### src/rtl/ex_operand_stage.sv
// ID/EX operand stage: single-entry valid/ready register feeding the ALU.
// Define EX_OPERAND_FWD_EN to enable MEM/WB forwarding, stall refresh and fwd_count.
module ex_operand_stage #(
    parameter int WIDTH = 32,
    parameter int RADDR = 5
) (
    input  logic             clk,
    input  logic             rst,
    input  logic             id_valid,
    output logic             id_ready,
    input  logic [RADDR-1:0] id_rs_addr,
    input  logic [RADDR-1:0] id_rt_addr,
    input  logic [WIDTH-1:0] id_rs_data,
    input  logic [WIDTH-1:0] id_rt_data,
    input  logic [5:0]       id_funct,
    input  logic [RADDR-1:0] id_rd_addr,
    input  logic             id_reg_write,
    input  logic             flush,
    input  logic             mem_reg_write,
    input  logic [RADDR-1:0] mem_rd_addr,
    input  logic [WIDTH-1:0] mem_result,
    input  logic             wb_reg_write,
    input  logic [RADDR-1:0] wb_rd_addr,
    input  logic [WIDTH-1:0] wb_result,
    input  logic             ex_ready,
    output logic             ex_valid,
    output logic [WIDTH-1:0] alu_in1,
    output logic [WIDTH-1:0] alu_in2,
    output logic [5:0]       alu_opcode,
    output logic [RADDR-1:0] ex_rd_addr,
    output logic             ex_reg_write,
    output logic [15:0]      fwd_count
);

    logic             r_valid;
    logic [WIDTH-1:0] r_in1;
    logic [WIDTH-1:0] r_in2;
    logic [5:0]       r_opcode;
    logic [RADDR-1:0] r_rd_addr;
    logic             r_reg_write;

    logic             w_accept;
    logic             w_transfer;
    logic [WIDTH-1:0] w_in1_next;
    logic [WIDTH-1:0] w_in2_next;

    assign id_ready   = !r_valid || ex_ready;
    assign w_accept   = id_valid && id_ready;
    assign w_transfer = r_valid && ex_ready;

`ifdef EX_OPERAND_FWD_EN
    // Returns {hit, value}; register 0 is never forwarded and MEM beats WB.
    function automatic logic [WIDTH:0] fwd_pick(
        input logic [RADDR-1:0] src,
        input logic [WIDTH-1:0] raw,
        input logic             m_we,
        input logic [RADDR-1:0] m_rd,
        input logic [WIDTH-1:0] m_res,
        input logic             w_we,
        input logic [RADDR-1:0] w_rd,
        input logic [WIDTH-1:0] w_res
    );
        if (src == '0)               return {1'b0, raw};
        if (m_we && (m_rd == src))   return {1'b1, m_res};
        if (w_we && (w_rd == src))   return {1'b1, w_res};
        return {1'b0, raw};
    endfunction

    logic [RADDR-1:0] r_rs_addr;
    logic [RADDR-1:0] r_rt_addr;
    logic [15:0]      r_fwd_count;
    logic [WIDTH:0]   w_cap_rs;
    logic [WIDTH:0]   w_cap_rt;
    logic [WIDTH:0]   w_ref_rs;
    logic [WIDTH:0]   w_ref_rt;
    logic [16:0]      w_cnt_sum;

    assign w_cap_rs = fwd_pick(id_rs_addr, id_rs_data, mem_reg_write, mem_rd_addr, mem_result,
                               wb_reg_write, wb_rd_addr, wb_result);
    assign w_cap_rt = fwd_pick(id_rt_addr, id_rt_data, mem_reg_write, mem_rd_addr, mem_result,
                               wb_reg_write, wb_rd_addr, wb_result);
    assign w_ref_rs = fwd_pick(r_rs_addr, r_in1, mem_reg_write, mem_rd_addr, mem_result,
                               wb_reg_write, wb_rd_addr, wb_result);
    assign w_ref_rt = fwd_pick(r_rt_addr, r_in2, mem_reg_write, mem_rd_addr, mem_result,
                               wb_reg_write, wb_rd_addr, wb_result);

    assign w_in1_next = w_cap_rs[WIDTH-1:0];
    assign w_in2_next = w_cap_rt[WIDTH-1:0];
    assign w_cnt_sum  = {1'b0, r_fwd_count} + 17'(w_cap_rs[WIDTH]) + 17'(w_cap_rt[WIDTH]);
    assign fwd_count  = r_fwd_count;

    always_ff @(posedge clk or negedge rst) begin
        if (!rst) begin
            r_rs_addr   <= '0;
            r_rt_addr   <= '0;
            r_fwd_count <= '0;
        end else if (!flush && w_accept) begin
            r_rs_addr   <= id_rs_addr;
            r_rt_addr   <= id_rt_addr;
            r_fwd_count <= w_cnt_sum[16] ? 16'hFFFF : w_cnt_sum[15:0];
        end
    end
`else
    // Forwarding disabled: the unused hazard inputs are folded into one sink net.
    logic w_unused_fwd;

    assign w_in1_next   = id_rs_data;
    assign w_in2_next   = id_rt_data;
    assign fwd_count    = '0;
    assign w_unused_fwd = ^{mem_reg_write, mem_rd_addr, mem_result,
                            wb_reg_write, wb_rd_addr, wb_result, id_rs_addr, id_rt_addr};
`endif

    // NOTE: all state updates use <= so every branch sees the pre-edge values.
    always_ff @(posedge clk or negedge rst) begin
        if (!rst) begin
            r_valid     <= 1'b0;
            r_in1       <= '0;
            r_in2       <= '0;
            r_opcode    <= '0;
            r_rd_addr   <= '0;
            r_reg_write <= 1'b0;
        end else if (flush) begin
            r_valid     <= 1'b0;
            r_reg_write <= 1'b0;
        end else if (w_accept) begin
            r_valid     <= 1'b1;
            r_in1       <= w_in1_next;
            r_in2       <= w_in2_next;
            r_opcode    <= id_funct;
            r_rd_addr   <= id_rd_addr;
            r_reg_write <= id_reg_write;
        end else if (w_transfer) begin
            r_valid     <= 1'b0;
            r_reg_write <= 1'b0;
        end
`ifdef EX_OPERAND_FWD_EN
        else if (r_valid) begin
            // Stalled: pick up results that became available after capture.
            if (w_ref_rs[WIDTH]) r_in1 <= w_ref_rs[WIDTH-1:0];
            if (w_ref_rt[WIDTH]) r_in2 <= w_ref_rt[WIDTH-1:0];
        end
`endif
    end

    assign ex_valid     = r_valid;
    assign alu_in1      = r_in1;
    assign alu_in2      = r_in2;
    assign alu_opcode   = r_opcode;
    assign ex_rd_addr   = r_rd_addr;
    assign ex_reg_write = r_reg_write;

endmodule

### config.mk
export PLATFORM = sky130hd
export DESIGN_NAME = ex_operand_stage
export DESIGN_NICKNAME = d
export VERILOG_FILES = /design/src/rtl/ex_operand_stage.sv
export SDC_FILE = /design/constraint.sdc
export NUM_CORES = 1
export LEC_CHECK = 0
export ABC_CLOCK_PERIOD_IN_PS = 2540
export CAP_MARGIN = 20
export CORE_MARGIN = 4
export CORE_UTILIZATION = 34
export DETAILED_ROUTE_END_ITERATION = 12
export PLACE_DENSITY = 0.86
export SETUP_SLACK_MARGIN = 0.2
export SLEW_MARGIN = 15
export SYNTH_ARGS = -nofsm -noshare
export SYNTH_HDL_FRONTEND = slang
export SYNTH_SLANG_ARGS = --single-unit
### constraint.sdc
create_clock -name clk -period 2.54 [get_ports clk]
set_clock_uncertainty 0.2 [all_clocks]
set_input_delay 0.508 -clock clk [delete_from_list [all_inputs] [get_ports clk]]
set_output_delay 0.508 -clock clk [all_outputs]
set_load 0.005 [all_outputs]
==> run_results.csv <==
group,metric,value,unit
run_status,status,"completed",
power_and_ir_drop,vdd_drop_max,0.345,mV
routing,drt_iter0_markers,42,
cells_and_area,syn_to_final_growth,61.1,%
grt,grt_max_degree,48,
cells_and_area,nFillCells,730,
floorplan,coreArea,0.00868,sq mm
timing,period_needed,2.14,ns
critical_path,cpPeakStageDelay,0.50,ns
timing,finalSetupViolations,0,
critical_path,critPathBufInv,3,
logic_synthesis,syn_area_per_cell,16.3,sq um
floorplan,rows,34,
logic_synthesis,synth_area_leader_cell,"dfrtp_1",
logic_synthesis,ys_seq_area_share,63.7,%
logic_synthesis,synth_warnings,0,
power_and_ir_drop,power_density,665,mW/mm^2
critical_path,crit_slowest_cell,"clkdlybuf4s50_1",
floorplan,die_x,102,um
logic_synthesis,synth_common_cells,"dfrtp_1 (77), mux2_1 (50), mux2_2 (25), buf_4 (17), buf_6 (5)",
grt,grt_pass1_vias,2290,
cells_and_area,fin_area,0.00487,sq mm
power_and_ir_drop,power_leakage,2.03,nW
critical_path,crit_path_cell_trace,"clkdlybuf4s50_1 > nor2b_4 > buf_4 > nor3b_4 > buf_4 > mux2_1",
critical_path,crit_arrival,2.15,ns
placed_design,dp_hpwl,5510,um
grt,grt_pass1_wl,11000,um
floorplan,start_util,34.9,%
grt,gr-total-overflow,0,
routing,drt_pre_antenna_iters,3,
critical_path,critPathTopFamily,"buffers and inverters",
clocking,cts_tree,"yes",
grt,grt_usage,13.6,%
timing,max_freq,467,MHz
timing,finalWorstSetupSlack,0.398,ns
timing,rsz0062_at_grt,"no",
routing,drc_errors,0,
run,drv_cap,0,
timing,timing.final.crit_share,84.3,%
logic_synthesis,synth_top_area_share,63.7,%
clocking,cts-root-buf,"clkbuf_8",
logic_synthesis,synth_most_common_cell,"dfrtp_1",
logic_synthesis,ys.flop_type,"dfrtp_1",
critical_path,critical_path_class,"in2reg",
timing,fin_setup_tns,0,ns
logic_synthesis,synth_enable_flop_cells,0,
clocking,clk_path_buf_depth,2,
clocking,insertion_delay,0.33,ns
timing,hold_viol,0,
critical_path,crit_fanout,21,
critical_path,startpoint_type,"input pin",
worst_hold_path,hold_class,"reg2reg",
clocking,cts_buffers,9,
cells_and_area,multi_input_area,963,sq um
cells_and_area,seq_area,0.00193,sq mm
routing,drt-vias-per-instance,4.41,
critical_path,worst-endpoint-required,2.55,ns
critical_path,critPathCaptureType,"flip-flop",
routing,ant_nets,0,
timing,drv_slew,0,
logic_synthesis,synth_cells,186,
placed_design,dpl-instance-area,0.00466,sq mm
power_and_ir_drop,power.total,0.00324,W
logic_synthesis,synth_area,0.00303,sq mm
routing,wire_per_inst,15.1,um
critical_path,r2r_setup_slack,0.59,ns
cells_and_area,nets,519,
clocking,cts_sinks,77,
logic_synthesis,yosysUniqueCellTypes,14,
clocking,cts_max_level,3,
grt,antenna_found_initial,0,
logic_synthesis,synth_seq_cells,77,
placed_design,gp_congestion,0.711,
placed_design,io_buffers,158,
critical_path,crit_top_cell,"buf_4",
logic_synthesis,synth_area_leaders,"dfrtp_1 (64%), mux2_1 (19%), mux2_2 (9.3%), buf_4 (4.2%), buf_6 (1.9%)",
logic_synthesis,synthArstFlopShare,100,%
cells_and_area,antenna_cells,0,
placed_design,place_ws,0.154,ns
routing,via_count,2052,
routing,wl,7040,um
cells_and_area,drive_gt1_share,13.4,%
clocking,clk_pin_slew,0.07,ns
floorplan,dieArea,0.0105,sq mm
floorplan,dieHeight,102,um
floorplan,ios,261,
## report_power, final
group          total (W)  leakage, nW  switching, W  internal (W)
logic           0.000833         1.03      0.000241      0.000592
clock network   0.000878       0.0923      0.000425      0.000452
registers        0.00153        0.908     0.0000999       0.00143
## per-stage QoR
stage	instances	utilization, %	hold slack [ns]
floorplan	201	-	0.0124
finish	465	56.2	0.286
global route	465	56.2	0.299
CTS	465	56.1	0.291
detailed placement	447	53.7	0.274
global placement	447	53.7	0.266
## layout make-up
type,count,share of cell area [%]
inverter,1,0.0770
timing repair buffer,164,33.9
clock buffer,10,2.62
clock inverter,6,1.31
tap,108,2.77
sequential,77,39.5
multi-input combinational,99,19.8
## layout by cell type (no fill, tap or decap), drive strengths merged
master,synthesis,routed
conb,1,16
nor2b,1,1
clkbuf,0,10
bufinv,0,1
nand3,1,1
mux2,75,75
clkdlybuf4s50,0,156
a21oi,1,1
dfrtp,77,77
clkinvlp,0,2
inv,1,1
o21ai,1,1
buf,24,6
nor3b,1,1
clkinv,0,3
dlygate4sd3,0,1
nor2,3,3
dlymetal6s2s,0,1
## flip-flops by register name, summed over array words and instances, names as in the netlist
signal and count:
alu_in2 32, alu_in1 32, ex_reg_write 1, ex_valid 1
ex_rd_addr 5, alu_opcode 6
## path summary, 6_finish.rpt
kind                                   from  depth (start not counted)            end
worst max-delay path               ex_ready                          6     alu_in1[1]
worst min-delay path            alu_in2[23]                          1    alu_in2[23]
worst max register to register     ex_valid                          5     alu_in1[1]
worst min register to register  alu_in2[23]                          1    alu_in2[23]
max in group asynchronous               rst                          3  alu_opcode[3]
min in group asynchronous               rst                          2  ex_rd_addr[1]
## metal layers
metal | wire length (um) | global-route usage [%]
met5 | 0 | 0
met4 | 63 | 3.94
met3 | 911 | 6.83
met2 | 3480 | 23.5
met1 | 2580 | 14.8
## timing repair
action / CTS / global route
pin swaps: 0 / 0
hold buffers: 1 / 0
endpoints found under the setup margin: 1 / 1
buffers inserted: 1 / 0
hold endpoints to repair: 30 / 0
resized for setup: 0 / 1
gates cloned: 0 / 0
## cells by family after synthesis
group	after synthesis	synth area share, %
buf+inv	25	6.53
compound gates	2	0.331
simple gates	6	1.41
flops	77	63.7
other cells	1	0.124
mux	75	27.9
## worst reg2reg max path: cells and delay by family, from the launching register on
family,cells,cell delay [ns]
flip-flops,1,0.40
buffers and inverters,2,0.47
AND/OR/NAND/NOR,2,0.39
multiplexers,1,0.37
No activity file was read; power rests on OpenSTA's default activity.
==> edit (same settings) <==
Build with the macro `EX_OPERAND_FWD_EN` defined.
--- a/src/rtl/ex_operand_stage.sv
+++ b/src/rtl/ex_operand_stage.sv
@@ -1,5 +1,7 @@
 // ID/EX operand stage: single-entry valid/ready register feeding the ALU.
 // Define EX_OPERAND_FWD_EN to enable MEM/WB forwarding, stall refresh and fwd_count.
+`define EX_OPERAND_FWD_EN
+
 module ex_operand_stage #(
     parameter int WIDTH = 32,
     parameter int RADDR = 5
Function: not settled (the Yosys comparison gave no result); the edit may change what the design does.
==> edit against the original RTL <==
- the flow now finishes with violations (setup timing)
- via count increased to 4.0 times the old value
- sequential power up 37%
- worst setup slack got worse by 0.61 ns
- routed wire length increased to 4.6 times the old value
- critical path depth up 6
- worst hold slack got worse by 0.058 ns
- synthesized area rose by 120%
- synthesized cell count grew to 3.9 times the old value
- die area increased by 110%
- total power is 70% higher
- sequential cell count is 26 higher
- combinational power grew 140%
- cell area is 150% higher
- largest power group unchanged
==> edit: results (changes against the original RTL) <==
* RR Startpoint: r_rs_addr[2] (was ex_valid)
* Hold WC Path Type: in -> reg (was reg -> reg)
* Vias in the first global route at 8089 (was 2290)
* Post-place setup slack at -0.9202 ns (was 0.1543 ns)
* Reg-to-reg endpoint: alu_in1[18] (was alu_in1[1])
* Family with the most delay on the worst path: simple AND/OR/NAND/NOR gates (was buffers and inverters)
* Hold Path End: r_rt_addr[4] (was alu_in2[23])
* Critical hold path startpoint: id_rt_addr[4] (was alu_in2[23])
* Post-synthesis cell type count at 51 (was 14)
* Initial DRC Count at 831 (was 42)
* Status: finished, violations left (was finished clean)
* Finish-stage setup viols at 17 (was 0)
* Final #Nets at 1208 (was 519)
* Setup crit end: fwd_count[5] (was alu_in1[1])
* VDD IR-drop max at 0.0003296 V (was 0.0003452 V)
* Flop2flop setup slack at 0.14 ns (was 0.59 ns)
* WL/cell at 24.59 um (was 15.15 um)
* Reg2reg path depth at 9 (was 5)
* Failing checks: setup timing
* Net switching power at 1700 uW (was 766.5 uW)
* CP max stage cell: or3_4 (was clkdlybuf4s50_1)
* Fin worst setup slack at -0.2122 ns (was 0.3979 ns)
* Largest net degree at the start of global routing at 61 (was 48)
* Largest cells by area after synthesis: dfrtp_1 38%, a22oi_1 7.2%, a31oi_1 5.9%, o221ai_1 5.1%, nor3_1 4.9% (was dfrtp_1 64%, mux2_1 19%, mux2_2 9.3%, buf_4 4.2%, buf_6 1.9%)
* Hold path depth at 2 (was 1)
* Worst Path Max Fanout at 7 (was 21)
* Setup tns final at -2.694 ns (was 0 ns)
[edit: cell count changes after synthesis, sizes merged, moves of 33 or more]
cell    change
a31oi      +65
nor3       +65
a22oi      +64
mux2       -54
nand2      +49
o221ai     +39
o21a       +33
[edit: metrics by stage]
step / cells / hold WS, ns / cell area, sq um / power (uW) / util, %
floorplan: 728 / 0.01241 / 6745 / 2697 / -
global placement: 1259 / 0.2875 / 10150 / 3782 / 52.34
detailed placement: 1259 / 0.2941 / 10150 / 3835 / 52.34
CTS: 1286 / 0.2194 / 10730 / 5265 / 55.30
global route: 1308 / 0.2213 / 11960 / 5731 / 61.67
finish: 1308 / 0.2281 / 11960 / 5525 / 61.67
[edit: cells by family after synthesis]
family | count (synthesis) | synth area share (%)
AO/OA/AOI/OAI | 249 | 28.17
XOR/XNOR | 49 | 6.408
adder cells (fa/ha/maj) | 2 | 0.4857
buffers and inverters | 80 | 5.772
flip-flops | 103 | 38.48
multiplexers | 23 | 3.830
AND/OR/NAND/NOR | 222 | 16.85
[edit: metal layers]
metal	up-vias	wire length, um	GRT usage (%)
met5	-	13	0
met3	112	2910	5.515
met1	4042	11870	30.64
li1	3452	-	-
met2	537	15950	42.34
met4	2	1424	12.93
[edit: timing repair]
action,4_1_cts,5_1_grt
hold endpoints to repair,94,0
hold buffers,1,0
setup endpoints to repair,81,80
setup buffers,11,13
pin swaps,27,70
resized for setup,145,194
cloned,1,8
[edit: layout make-up]
cell class	count	area, sq um
timing repair buffer	370	3935
clock inverter	3	46.29
antenna	1	2.502
sequential	103	2581
multi-input combinational	546	4800
fill	1536	7436
clock buffer	11	232.7
inverter	9	33.78
tap	265	331.6
